$ cat src/rtl/io_bus_initiator_if.sv
// General-purpose IO bus between an initiator (master) and a responder (slave).
interface io_bus_initiator_if;
  logic        IO_RD;
  logic        IO_WR;
  logic [31:0] IO_A;
  logic [3:0]  IO_BE;
  logic [31:0] IO_DI;
  logic [31:0] IO_Q;
  logic        IO_READY;

  modport master (output IO_RD, IO_WR, IO_A, IO_BE, IO_DI, input  IO_Q, IO_READY);
  modport slave  (input  IO_RD, IO_WR, IO_A, IO_BE, IO_DI, output IO_Q, IO_READY);
endinterface

$ cat src/rtl/io_bus_initiator.sv
// IO bus initiator: one bus cycle per byte/halfword/word command, with
// byte enables, write lane replication, LSB-aligned read data and a wait timeout.
module io_bus_initiator #(
  parameter int TIMEOUT_CYCLES = 255,
  parameter int CNT_W          = 8
) (
  input  logic        clk,
  input  logic        rst,
  input  logic        req_valid,
  output logic        req_ready,
  input  logic        req_wr,
  input  logic [1:0]  req_size,
  input  logic [23:0] req_addr,
  input  logic [31:0] req_wdata,
  output logic        rsp_valid,
  output logic [31:0] rsp_rdata,
  output logic        rsp_err,
  io_bus_initiator_if.master bus
);
  typedef enum logic [1:0] {IDLE, ACCESS, RESP} state_t;
  typedef struct packed {
    logic        err;
    logic [31:0] rdata;
  } rsp_t;

  localparam logic [CNT_W-1:0] TMO = CNT_W'(TIMEOUT_CYCLES);

  state_t           state_q, state_d;
  logic             req_ready_q, req_ready_d;
  logic             rsp_valid_q, rsp_valid_d;
  rsp_t             rsp_q, rsp_d;
  logic             io_rd_q, io_rd_d;
  logic             io_wr_q, io_wr_d;
  logic [31:0]      io_a_q, io_a_d;
  logic [3:0]       io_be_q, io_be_d;
  logic [31:0]      io_di_q, io_di_d;
  logic [1:0]       size_q, size_d;
  logic [CNT_W-1:0] cnt_q, cnt_d;

  logic        hs, legal, done, tmo;
  logic [3:0]  be_w;
  logic [31:0] di_w, rdata_al;

  assign hs   = (state_q == IDLE) & req_ready_q & req_valid;
  assign done = (state_q == ACCESS) & bus.IO_READY & (io_rd_q | io_wr_q);
  // IO_READY takes priority over a timeout landing on the same cycle
  assign tmo  = (state_q == ACCESS) & ~bus.IO_READY & (TIMEOUT_CYCLES != 0) & (cnt_q == TMO);

  always_comb begin
    legal = 1'b0;
    be_w  = 4'hF;
    di_w  = req_wdata;
    case (req_size)
      2'b00: begin
        legal = 1'b1;
        be_w  = 4'b0001 << req_addr[1:0];
        di_w  = {4{req_wdata[7:0]}};
      end
      2'b01: begin
        legal = ~req_addr[0];
        be_w  = req_addr[1] ? 4'b1100 : 4'b0011;
        di_w  = {2{req_wdata[15:0]}};
      end
      2'b10:   legal = (req_addr[1:0] == 2'b00);
      default: legal = 1'b0;
    endcase
  end

  always_comb begin
    case (size_q)
      2'b00:   rdata_al = {24'h0, bus.IO_Q[{io_a_q[1:0], 3'b000} +: 8]};
      2'b01:   rdata_al = {16'h0, io_a_q[1] ? bus.IO_Q[31:16] : bus.IO_Q[15:0]};
      default: rdata_al = bus.IO_Q;
    endcase
  end

  // state register
  always_ff @(posedge clk) begin
    if (rst) begin
      state_q     <= IDLE;
      req_ready_q <= 1'b0;
      rsp_valid_q <= 1'b0;
      rsp_q       <= '0;
      io_rd_q     <= 1'b0;
      io_wr_q     <= 1'b0;
      io_a_q      <= '0;
      io_be_q     <= '0;
      io_di_q     <= '0;
      size_q      <= '0;
      cnt_q       <= '0;
    end else begin
      state_q     <= state_d;
      req_ready_q <= req_ready_d;
      rsp_valid_q <= rsp_valid_d;
      rsp_q       <= rsp_d;
      io_rd_q     <= io_rd_d;
      io_wr_q     <= io_wr_d;
      io_a_q      <= io_a_d;
      io_be_q     <= io_be_d;
      io_di_q     <= io_di_d;
      size_q      <= size_d;
      cnt_q       <= cnt_d;
    end
  end

  // next state
  always_comb begin
    state_d = state_q;
    case (state_q)
      IDLE:    if (hs) state_d = legal ? ACCESS : RESP;
      ACCESS:  if (done || tmo) state_d = RESP;
      RESP:    state_d = IDLE;
      default: state_d = IDLE;
    endcase
  end

  // registered outputs
  always_comb begin
    req_ready_d = (state_d == IDLE);
    rsp_valid_d = (state_d == RESP);
    rsp_d       = rsp_q;
    io_rd_d     = io_rd_q;
    io_wr_d     = io_wr_q;
    io_a_d      = io_a_q;
    io_be_d     = io_be_q;
    io_di_d     = io_di_q;
    size_d      = size_q;
    cnt_d       = cnt_q;
    case (state_q)
      IDLE: if (hs) begin
        if (legal) begin
          io_rd_d = ~req_wr;
          io_wr_d = req_wr;
          io_a_d  = {8'h00, req_addr};
          io_be_d = be_w;
          if (req_wr) io_di_d = di_w;
          size_d  = req_size;
          cnt_d   = '0;
        end else begin
          rsp_d = '{err: 1'b1, rdata: 32'h0};
        end
      end
      ACCESS: begin
        if (done) begin
          io_rd_d = 1'b0;
          io_wr_d = 1'b0;
          rsp_d   = '{err: 1'b0, rdata: io_wr_q ? 32'h0 : rdata_al};
        end else if (tmo) begin
          io_rd_d = 1'b0;
          io_wr_d = 1'b0;
          rsp_d   = '{err: 1'b1, rdata: 32'h0};
        end else if (cnt_q != {CNT_W{1'b1}}) begin
          cnt_d = cnt_q + 1'b1;
        end
      end
      default: ;
    endcase
  end

  assign req_ready  = req_ready_q;
  assign rsp_valid  = rsp_valid_q;
  assign rsp_rdata  = rsp_q.rdata;
  assign rsp_err    = rsp_q.err;
  assign bus.IO_RD  = io_rd_q;
  assign bus.IO_WR  = io_wr_q;
  assign bus.IO_A   = io_a_q;
  assign bus.IO_BE  = io_be_q;
  assign bus.IO_DI  = io_di_q;
endmodule
$ cat src/flat_wrapper.sv
// flat-port wrapper written by rule: the top's interface ports become plain ports
module io_bus_initiator_flat 
#(
  parameter int TIMEOUT_CYCLES = 255,
  parameter int CNT_W          = 8
)
  (clk, rst, req_valid, req_ready, req_wr, req_size, req_addr, req_wdata, rsp_valid, rsp_rdata, rsp_err, bus_IO_RD, bus_IO_WR, bus_IO_A, bus_IO_BE, bus_IO_DI, bus_IO_Q, bus_IO_READY);
  io_bus_initiator_if bus_i ();
  input  logic clk;
  input  logic rst;
  input  logic req_valid;
  output logic req_ready;
  input  logic req_wr;
  input  logic [1:0] req_size;
  input  logic [23:0] req_addr;
  input  logic [31:0] req_wdata;
  output logic rsp_valid;
  output logic [31:0] rsp_rdata;
  output logic rsp_err;
  output wire logic [$bits(bus_i.IO_RD)-1:0] bus_IO_RD;
  output wire logic [$bits(bus_i.IO_WR)-1:0] bus_IO_WR;
  output wire logic [$bits(bus_i.IO_A)-1:0] bus_IO_A;
  output wire logic [$bits(bus_i.IO_BE)-1:0] bus_IO_BE;
  output wire logic [$bits(bus_i.IO_DI)-1:0] bus_IO_DI;
  input wire logic [$bits(bus_i.IO_Q)-1:0] bus_IO_Q;
  input wire logic [$bits(bus_i.IO_READY)-1:0] bus_IO_READY;
  assign bus_IO_RD = bus_i.IO_RD;
  assign bus_IO_WR = bus_i.IO_WR;
  assign bus_IO_A = bus_i.IO_A;
  assign bus_IO_BE = bus_i.IO_BE;
  assign bus_IO_DI = bus_i.IO_DI;
  assign bus_i.IO_Q = bus_IO_Q;
  assign bus_i.IO_READY = bus_IO_READY;
  io_bus_initiator #(.TIMEOUT_CYCLES(TIMEOUT_CYCLES), .CNT_W(CNT_W)) u_core (.clk(clk), .rst(rst), .req_valid(req_valid), .req_ready(req_ready), .req_wr(req_wr), .req_size(req_size), .req_addr(req_addr), .req_wdata(req_wdata), .rsp_valid(rsp_valid), .rsp_rdata(rsp_rdata), .rsp_err(rsp_err), .bus(bus_i));
endmodule
$ cat config.mk
export PLATFORM = sky130hd
export DESIGN_NAME = io_bus_initiator_flat
export DESIGN_NICKNAME = d
export VERILOG_FILES = /design/src/rtl/io_bus_initiator_if.sv /design/src/rtl/io_bus_initiator.sv /design/src/flat_wrapper.sv
export SDC_FILE = /design/constraint.sdc
export NUM_CORES = 1
export LEC_CHECK = 0
export CORE_UTILIZATION = 50
export DETAILED_ROUTE_END_ITERATION = 16
export DONT_BUFFER_PORTS = 1
export PLACE_DENSITY = 0.65
export SYNTH_ARGS = -nofsm -noshare
export SYNTH_HDL_FRONTEND = slang
export SYNTH_SLANG_ARGS = --single-unit
$ cat constraint.sdc
create_clock -name clk -period 1.8 [get_ports clk]
set_input_delay 0.36 -clock clk [delete_from_list [all_inputs] [get_ports clk]]
set_output_delay 0.36 -clock clk [all_outputs]
set_load 0.02 [all_outputs]
==> summary.md <==
| Metric | Value |
|---|---|
| Status | `finished, final reports clean` |
| Chip width | `104 um` |
| DP Worst Slack | `between 0.15 and 0.2 ns` |
| R2R cell count | `5` |
| Data required, critical path | `2.07 ns` |
| Global-route wire length before repair | `around 21000 um` |
| Final TNS setup | `0 ns` |
| Setup ws final | `0.132 ns` |
| Cell Rows | `36` |
| I/O Buffers | `0` |
| Final Skew | `approximately 0.0077 ns` |
| Power Internal | `about 0.0032 W` |
| Slowest stage cell, crit path | `and4bb_2` |
| Simple-Gate Fraction of Synth Area | `21.4%` |
| Syn avg cell area | `8.35 um^2` |
| Worst-Margin Slew | `between 0.6 and 0.7 ns` |
| RSZ-0062 raised after global routing | `false` |
| Worst-path clk slew | `roughly 0.10 ns` |
| Final Hold Viols | `0` |
| Crit-path cells | `and4bb_2 > o211a_1 > buf_12 > nor2_1 > a311oi_1` |
| Total wire length | `approximately 13000 um` |
| Critical Path Start Type | `flip-flop` |
| Final setup fails | `0` |
| Mapped cell area | `roughly 0.0052 mm^2` |
| Static Leak | `roughly 1.7 nW` |
| Post-Syn Instances | `roughly 620` |
| Max Cap Viol | `0` |
| Area Overhead vs Synth | `5.41%` |
| Final worst path period share | `between 90 and 100%` |
| Post-synth EDFFs | `0` |
| Psw | `between 0.001 and 0.0015 W` |
| Pins Over Slew Limit | `0` |
| RR Endpoint | `u_core.bus.IO_DI[15]$_SDFFE_PP0P_` |
| Adder-cell share of the synthesized area | `less than 1%` |
| Ant. Diodes | `0` |
| CTS Buf Count | `9` |
| Power share of the clock group | `around 32%` |
| Sw Share | `between 20 and 30%` |
| Worst slew margin | `57.5%` |
| Final Critical Period | `1.67 ns` |
| Crit path DAT | `just under 2 ns` |
| Final net count | `699` |
| Combinational share of power | `about a tenth` |
| Largest family of logic cells by synthesized area | `compound AO/OA/AOI/OAI gates` |
| Slowest stage delay, CP | `0.42 ns` |
| Clock Path Buffers | `2` |
| Total core area | `between 0.009 and 0.01 mm^2` |
| CTS Sinks | `around 110` |
| GP Congestion | `between 0.8 and 0.9` |
| # H-tree levels | `3` |
| Crit. End Element | `flip-flop` |
| IO Pins | `200` |
| Reg2reg start | `u_core.state_q[1]$_SDFF_PP0_` |
| Insertion delay to the later sink of the worst-skew pair | `between 0.3 and 0.4 ns` |
| Worst hold path depth | `1` |
| HP Start | `rst` |
| Flop pwr share | `between 50 and 60%` |
| Initial DRT Pass Iterations | `6` |
| Crit-path max FO | `48` |
| Total power | `between 0.004 and 0.005 W` |
| Post-synthesis xor/xnor area fraction | `0%` |
| Sequential share of the synthesized area | `42.3%` |
| Routed wire per std cell | `roughly 18 um` |
| Fmax | `between 500 and 600 MHz` |
| Post-CTS setup buffer count | `0` |
| Via count | `roughly 4.5k` |
| Iteration-0 DRC Markers | `approximately 320` |
| CTS resizes | `0` |
| Initial antenna violation count | `0` |
| R2R Setup Slk | `roughly 0.13 ns` |
| All-Layer GR Usage | `23.9%` |
| Vias in the first global route | `slightly above 4k` |
| Gr ovfl total | `0` |
| Largest net degree at the start of global routing | `between 80 and 90` |
| Synthesized flop and latch total | `between 100 and 150` |
| Synthesis Warnings | `0` |
| Ys async rst share | `0%` |
| Yosys cell types | `between 60 and 70` |
| Peak supply drop | `between 0.0004 and 0.0005 V` |
| Pwr Density | `808 mW/mm^2` |
| Detail Placement HPWL | `around 9600 um` |
| Cts hold-fix bufs | `0` |
| Main synth FF type | `dfxtp_1` |
| Vias/cell | `6.04` |
| Worst min-delay path class | `in2reg` |
| Post-synthesis mux area share | `between 6 and 7%` |
| Starting density of the core | `between 50% and 60%` |
| Hold Path End | `u_core.bus.IO_A[3]$_SDFFE_PP0P_` |
| CTS Root Buffer Type | `clkbuf_8` |
| Layout cells sized above 1 | `11.5%` |
| CTS tree | `done` |
| Die boundary height | `~100 um` |
| Final antenna-violating net count | `0` |
| Compound-Gate Fraction of Synth Area | `between 20% and 30%` |
| Die area | `~0.011 mm^2` |
| Setup CP Type | `reg2reg` |
| Post-route DRC | `0` |
cells in the final DEF (no fill, tap or decap), types with 2 or more instances in the layout:
cell	netlist	layout
a2111oi_2	2	2
a211oi_1	8	8
a211oi_2	2	2
a21o_1	2	2
a21oi_1	54	54
a21oi_2	3	2
a21oi_4	1	2
a311oi_1	8	8
a311oi_2	3	3
a32oi_1	8	8
and2_1	2	2
buf_12	0	3
buf_4	12	19
clkbuf_8	0	10
clkinv_1	3	3
clkinv_2	0	2
conb_1	1	8
dfxtp_1	109	109
inv_1	4	4
inv_6	0	3
mux2_2	8	8
mux2i_1	22	22
nand2_1	138	138
nand2b_1	3	3
nand3_1	35	35
nand3b_1	9	9
nor2_1	25	25
nor3_1	3	3
nor3_2	2	2
o211ai_1	18	18
o21a_1	2	2
o21ai_0	24	24
o21ai_1	12	12
o22ai_1	8	8
o32ai_1	8	8
or2_2	2	2
or3_1	6	6
registers in the layout, summed over array words and instances, names as in the netlist:
signal,flops
u_core.rsp_err,1
u_core.bus.IO_BE,4
u_core.size_q,2
u_core.state_q,2
u_core.cnt_q,8
u_core.bus.IO_A,24
u_core.rsp_valid,1
u_core.bus.IO_DI,32
u_core.bus.IO_WR,1
u_core.req_ready,1
u_core.rsp_rdata,32
u_core.bus.IO_RD,1
through the flow:
step                hold WS [ns]  cell area (um^2)  instances  utilization [%]
finish                    0.0699              5440        741             55.1
global route              0.0461              5440        741             55.1
detailed placement         0.443              5260        725             53.3
CTS                       0.0293              5440        741             55.1
global placement           0.436              5260        725             53.3
floorplan                  0.464              5180        625                -
synth_stat cells (2+ instances only):
cell       count  area, um^2
a2111oi_2      2        30.0
a211oi_1       8        60.1
a211oi_2       2        25.0
a21o_1         2        15.0
a21oi_1       54         270
a21oi_2        3        26.3
a311oi_1       8        70.1
a311oi_2       3        45.0
a32oi_1        8        70.1
and2_1         2        12.5
buf_1          2        7.51
buf_2         14        70.1
buf_4         12        90.1
buf_6          6        67.6
clkbuf_1      21        78.8
clkinv_1       3        11.3
dfxtp_1      109        2180
inv_1          4        15.0
mux2_2         8        90.1
mux2i_1       22         220
nand2_1      138         518
nand2b_1       3        18.8
nand3_1       35         175
nand3b_1       9        67.6
nor2_1        25        93.8
nor3_1         3        15.0
nor3_2         2        20.0
o211ai_1      18         135
o21a_1         2        15.0
o21ai_0       24         120
o21ai_1       12        60.1
o21ai_2        2        17.5
o22ai_1        8        50.1
o32ai_1        8        70.1
or2_2          2        12.5
or3_1          6        37.5
cell type report:
type | count | area, um^2
inverters | 7 | 26.3
well taps | 133 | 166
repair buffers | 22 | 203
flip-flops and latches | 109 | 2180
clock inverters | 6 | 45.0
multi-input cells | 454 | 2680
fillers | 949 | 4430
clock buffers | 10 | 138
worst max path at each step:
stage / slack [ns] / from / depth (start not counted) / endpoint
after floorplan: 0.18 / u_core.cnt_q[0]$_SDFFE_PP0P_ / 6 / u_core.rsp_rdata[21]$_SDFFE_PP0P_
after global placement: 0.23 / u_core.state_q[1]$_SDFF_PP0_ / 5 / u_core.bus.IO_DI[11]$_SDFFE_PP0P_
after detailed placement: 0.16 / u_core.cnt_q[0]$_SDFFE_PP0P_ / 6 / u_core.rsp_rdata[20]$_SDFFE_PP0P_
after CTS: 0.11 / u_core.bus.IO_A[1]$_SDFFE_PP0P_ / 1 / bus_IO_A[1]
after global routing: 0.02 / u_core.state_q[1]$_SDFF_PP0_ / 5 / u_core.bus.IO_DI[10]$_SDFFE_PP0P_
final: 0.13 / u_core.state_q[1]$_SDFF_PP0_ / 5 / u_core.bus.IO_DI[15]$_SDFFE_PP0P_
power groups by stage:
stage / sequential [W] / clock, W / combinational (W)
after floorplan: 0.00262 / 0 / 0.000378
after global placement: 0.00263 / 0 / 0.000400
after detailed placement: 0.00263 / 0 / 0.000409
after CTS: 0.00257 / 0.00146 / 0.000410
after global routing: 0.00258 / 0.00152 / 0.000451
final: 0.00257 / 0.00141 / 0.000410
layer usage:
metal	up-vias	share of wire, %	track usage (%)
met3	23	10	8.43
li1	2162	-	-
met1	2088	42	30.1
met5	-	0	0
met4	0	1.7	8.49
met2	204	46	37.9
cells by family after synthesis:
| logic type | Yosys count |
|---|---|
| compound gates | 176 |
| fa+ha+maj | 1 |
| buf+inv | 62 |
| flops | 109 |
| mux | 30 |
| other cells | 1 |
| simple gates | 239 |
critical path, delay by kind of cell, from the launching register on:
family,cells,cell delay (ns)
buffers and inverters,1,0.22
AOI/OAI and AO/OA,2,0.47
DFF,1,0.38
and+or+nand+nor,2,0.48
No activity file was read; power rests on OpenSTA's default activity.
